**src/rtl/id_ex_operand_stage.sv**
```systemverilog
// ID/EX pipeline register with operand forwarding and load-use hazard
// handling.
//
// Control semantics: ex_valid marks a live instruction in the EX register.
// ex_stall freezes EX and everything behind it, so the forwarding sources
// (ex_*, mem_*) stay put while it is high. id_stall tells IF/ID to hold
// its instruction. flush kills the ID instruction and wins over every
// stall. A stalled ID instruction is captured only on the edge where the
// stall drops, with its operands re-selected on that cycle.
module id_ex_operand_stage #(
  parameter int XLEN  = 32,
  parameter int CNT_W = 16
) (
  input  logic             clk,
  input  logic             rst_n,
  input  logic             id_valid,
  input  logic [XLEN-1:0]  id_pc,
  input  logic [XLEN-1:0]  id_imm,
  input  logic [4:0]       id_rs1,
  input  logic [4:0]       id_rs2,
  input  logic [4:0]       id_rd,
  input  logic             id_use_rs1,
  input  logic             id_use_rs2,
  input  logic             id_regwrite,
  input  logic             id_memread,
  input  logic             id_memwrite,
  input  logic [3:0]       id_alu_op,
  input  logic [XLEN-1:0]  rs1_data,
  input  logic [XLEN-1:0]  rs2_data,
  input  logic [XLEN-1:0]  ex_result,
  input  logic             mem_valid,
  input  logic             mem_regwrite,
  input  logic [4:0]       mem_rd,
  input  logic [XLEN-1:0]  mem_result,
  input  logic             ex_stall,
  input  logic             flush,
  output logic             ex_valid,
  output logic             ex_regwrite,
  output logic             ex_memread,
  output logic             ex_memwrite,
  output logic [XLEN-1:0]  ex_pc,
  output logic [XLEN-1:0]  ex_imm,
  output logic [XLEN-1:0]  ex_rs1_val,
  output logic [XLEN-1:0]  ex_rs2_val,
  output logic [4:0]       ex_rs1,
  output logic [4:0]       ex_rs2,
  output logic [4:0]       ex_rd,
  output logic [3:0]       ex_alu_op,
  output logic             id_stall,
  output logic [CNT_W-1:0] lu_bubble_cnt
);

  logic            load_use;
  logic            do_bubble;
  logic            ex_fwd_ok;
  logic            mem_fwd_ok;
  logic [XLEN-1:0] rs1_sel;
  logic [XLEN-1:0] rs2_sel;

  // A load in EX cannot forward yet; a dependent ID instruction must wait.
  always_comb begin
    load_use = id_valid & ex_valid & ex_memread & (ex_rd != 5'd0) &
               ((id_use_rs1 & (id_rs1 == ex_rd)) |
                (id_use_rs2 & (id_rs2 == ex_rd)));
    id_stall  = (load_use | ex_stall) & ~flush;
    do_bubble = flush | (~ex_stall & load_use);
  end

  // Operand select per source: x0, then EX (non-load), then MEM, then regfile.
  always_comb begin
    ex_fwd_ok  = ex_valid & ex_regwrite & ~ex_memread;
    mem_fwd_ok = mem_valid & mem_regwrite;

    rs1_sel = rs1_data;
    if (id_rs1 == 5'd0)                      rs1_sel = '0;
    else if (ex_fwd_ok && ex_rd == id_rs1)   rs1_sel = ex_result;
    else if (mem_fwd_ok && mem_rd == id_rs1) rs1_sel = mem_result;

    rs2_sel = rs2_data;
    if (id_rs2 == 5'd0)                      rs2_sel = '0;
    else if (ex_fwd_ok && ex_rd == id_rs2)   rs2_sel = ex_result;
    else if (mem_fwd_ok && mem_rd == id_rs2) rs2_sel = mem_result;
  end

  // EX register: reset/bubble clears everything, stall holds, else capture.
  always_ff @(posedge clk) begin
    if (!rst_n || do_bubble) begin
      ex_valid    <= 1'b0;
      ex_regwrite <= 1'b0;
      ex_memread  <= 1'b0;
      ex_memwrite <= 1'b0;
      ex_pc       <= '0;
      ex_imm      <= '0;
      ex_rs1_val  <= '0;
      ex_rs2_val  <= '0;
      ex_rs1      <= 5'd0;
      ex_rs2      <= 5'd0;
      ex_rd       <= 5'd0;
      ex_alu_op   <= 4'd0;
    end else if (!ex_stall) begin
      ex_valid    <= id_valid;
      ex_regwrite <= id_regwrite & id_valid;
      ex_memread  <= id_memread & id_valid;
      ex_memwrite <= id_memwrite & id_valid;
      ex_pc       <= id_pc;
      ex_imm      <= id_imm;
      ex_rs1_val  <= rs1_sel;
      ex_rs2_val  <= rs2_sel;
      ex_rs1      <= id_rs1;
      ex_rs2      <= id_rs2;
      ex_rd       <= id_rd;
      ex_alu_op   <= id_alu_op;
    end
  end

  // Saturating count of bubbles caused purely by load-use hazards.
  always_ff @(posedge clk) begin
    if (!rst_n) begin
      lu_bubble_cnt <= '0;
    end else if (!flush && !ex_stall && load_use &&
                 lu_bubble_cnt != {CNT_W{1'b1}}) begin
      lu_bubble_cnt <= lu_bubble_cnt + 1'b1;
    end
  end

endmodule

```
**config.mk**
```make
export PLATFORM = sky130hd
export DESIGN_NAME = id_ex_operand_stage
export DESIGN_NICKNAME = d
export VERILOG_FILES = /design/src/rtl/id_ex_operand_stage.sv
export SDC_FILE = /design/constraint.sdc
export NUM_CORES = 1
export LEC_CHECK = 0
export CAP_MARGIN = 10
export CORE_AREA = 2 2 155 157
export CTS_BUF_LIST = sky130_fd_sc_hd__clkbuf_8
export CTS_CLUSTER_DIAMETER = 200
export CTS_CLUSTER_SIZE = 28
export DETAILED_ROUTE_END_ITERATION = 6
export DIE_AREA = 0 0 157 159
export PLACE_DENSITY = 0.8
export SYNTH_ARGS = -nofsm -noshare
export SYNTH_HDL_FRONTEND = slang
export SYNTH_SLANG_ARGS = --single-unit
```
**constraint.sdc**
```tcl
create_clock -name clk -period 2.8 [get_ports clk]
set_clock_uncertainty 0.15 [all_clocks]
set_input_delay 0.56 -clock clk [delete_from_list [all_inputs] [get_ports clk]]
set_output_delay 0.56 -clock clk [all_outputs]
set_load 0.1 [all_outputs]
```
==> results by group <==
Outcome
  • Status: complete, no violations

Floorplan
  • Core footprint: 0.02319 mm^2
  • Die H: 159 um
  • Ports: 396
  • Row Count: 56
  • Chip width: 157 um
  • Initial Util: 0.3482
  • DIE AREA: 0.02496 mm^2

Yosys
  • Syn Area/Cell: 8.404 um^2
  • Sequential fraction of the synthesis area: 0.4139
  • Ys async rst share: 0
  • Post-synth net total: 1190
  • Ys Warns: 0
  • Syn Inst Count: 961
  • Largest cells by area after synthesis: dfxtp_1, mux2i_1, nand3_1, nor2_1, a21oi_1
  • #FFs+latches synth: 167
  • Yosys top cell area share: 0.4139
  • EDFF count, synth: 0
  • Post-synth cell types: 42
  • Largest area contributor in the netlist: dfxtp_1
  • Cell Area, Synth: 0.008076 mm^2
  • Most used DFF post-synth: dfxtp_1

GRT
  • Global-route wire length before repair: 49620 um
  • Number of global-route vias before repair: 8803
  • Total track usage: 0.2557
  • Largest net degree at the start of global routing: 80
  • Grt ovf: 0
  • Antenna violations before repair: 1

Route
  • DR iter-0 viols: 869
  • Detailed-route via count: 9222
  • TritonRoute pass-1 iters: 5
  • DRC Markers: 0
  • Post-route ant nets: 0
  • Vias per cell: 5.496
  • Final wirelength: 33710 um
  • Routed wire per std cell: 20.09 um

Critical path
  • Crit Path Max Fanout: 2
  • Critical path type: primary input to output port
  • Crit path DAT: 2.04 ns
  • Critical path required time: 2.09 ns
  • Setup crit end kind: output port
  • Critical Path Start Type: primary input

Placement
  • Placed Area: 0.01214 mm^2
  • Pre-CTS setup slack: -0.1013 ns
  • I/O Buffers: 395
  • GPL Wtd Cong: 0.8995
  • HPWL after detailed placement: 24200 um

STA
  • Slew @ Worst Pin: 0.6704 ns
  • Max Fclk: 0.3631 GHz
  • Worst relative slew slack: 0.5531
  • Final worst setup slack: 0.04557 ns
  • Final Hold Vio Count: 0
  • Setup-failing EPs final: 0
  • Post-route minimum period: 2.754 ns
  • Final period util: 0.9837
  • Final Slew Violations: 0
  • Setup_tns: 0 ns

Clock tree
  • CTS Buf Count: 17
  • Clk slew on worst S/H paths: 0.10 ns
  • CTS root buffer: clkbuf_8
  • CTS Sinks: 167
  • Clock latency at the later pin of the worst-skew pair: 0.47 ns
  • H-tree Lvls: 4
  • CTS Hold Bufs: 0
  • Clock buffer depth: 2
  • CTS tree: done

Job
  • MaxCap Viol Count: 0

Layout
  • Commonest non-fill, non-tap cell in the layout: buf_4
  • Post-layout nets: 1574
  • Layout cells sized above 1: 0.2334
  • Final Instance Area: 0.01289 mm^2
  • Layout area overhead: 59.57%
  • Most frequent cells in the layout: buf_4, clkdlybuf4s50_1, dfxtp_1
  • Post-layout util: 0.5557

Pwr
  • Static leakage power: 0.005008 uW
  • Total power: 5911 uW
  • Worst ir drop on vdd: 0.4066 mV
  • Pwr/cell area: 458.7 mW/mm^2

Worst hold path
  • Hold/Removal Path Class: flip-flop to flip-flop
-- synth_stat cells, drive strengths merged, types with 5 or more instances --
cell type,instances
o31ai,33
nor2,91
mux2i,91
dfxtp,167
nor3,36
xnor2,20
nand4,11
nand2,81
clkbuf,74
a21oi,67
nand3,77
a31o,32
buf,23
nand2b,13
nor4,5
o21ai,66
a311o,32
o41ai,7
o311ai,7
-- critical path: stages --
cell and delay (ns):
dlygate4sd2_1 0.31, xnor2_4 0.22, nand3_2 0.10, o22a_1 0.22, a211o_1 0.27, a21oi_4 0.16, buf_12 0.19
-- registers in the layout, indices dropped and copies added (netlist names), 4 cells and up --
register	flops
ex_imm	32
ex_pc	32
ex_rs1_val	32
ex_rs2_val	32
lu_bubble_cnt	16
ex_rd	5
ex_rs1	5
ex_rs2	5
ex_alu_op	4
-- stage by stage --
stage,instances,hold slack [ns]
after floorplan,961,0.5345
after global placement,1621,0.3026
after detailed placement,1621,0.3085
after CTS,1675,0.3232
after global routing,1678,0.3316
final,1678,0.3229
-- repair_timing --
| item | in CTS | in global routing |
|---|---|---|
| buffers inserted | 22 | 2 |
| setup endpoints to repair | 1 | 36 |
| cloned | 0 | 1 |
| resized for setup | 13 | 20 |
| pin swaps | 9 | 7 |
-- worst paths after layout --
kind | start | end | slack [ns] | depth (start not counted)
setup / recovery | id_rs2[1] | id_stall | 0.05 | 7
hold / removal | ex_rs1_val[16] | ex_rs1_val[16] | 0.32 | 2
setup reg to reg | ex_rd[1] | ex_rs2_val[18] | 0.09 | 14
hold reg to reg | ex_rs1_val[16] | ex_rs1_val[16] | 0.32 | 2
-- final cells by class --
| cell class | count | area [um^2] |
|---|---|---|
| inverter | 4 | 15.01 |
| clock inverter | 15 | 196.4 |
| multi-input combinational | 693 | 4453 |
| fill | 2106 | 10300 |
| clock buffer | 17 | 234.0 |
| sequential | 167 | 3362 |
| antenna | 1 | 2.502 |
| timing repair buffer | 462 | 4225 |
| tap | 319 | 399.1 |
-- metal layers --
metal | vias to the layer above | track usage | wire length (um)
li1 | 4259 | - | -
met1 | 4258 | 0.2906 | 12540
met2 | 592 | 0.4272 | 15870
met3 | 113 | 0.08601 | 3656
met4 | 0 | 0.1247 | 1637
met5 | - | 0 | 0
-- cell families after synthesis --
group	count (synthesis)	share of synthesized area
AO/OA/AOI/OAI	252	0.2108
XOR/XNOR	20	0.02169
adder cells (fa/ha/maj)	1	0.001549
buffers and inverters	101	0.05360
flip-flops	167	0.4139
multiplexers	91	0.1128
AND/OR/NAND/NOR	329	0.1856
-- power by group --
| part | internal (uW) | leakage (uW) | switching, uW | total [uW] |
|---|---|---|---|---|
| clock network | 702 | 0.000212 | 1140 | 1840 |
| logic | 613 | 0.00343 | 974 | 1590 |
| registers | 2440 | 0.00136 | 44.8 | 2490 |
No activity file was read; power rests on OpenSTA's default activity.
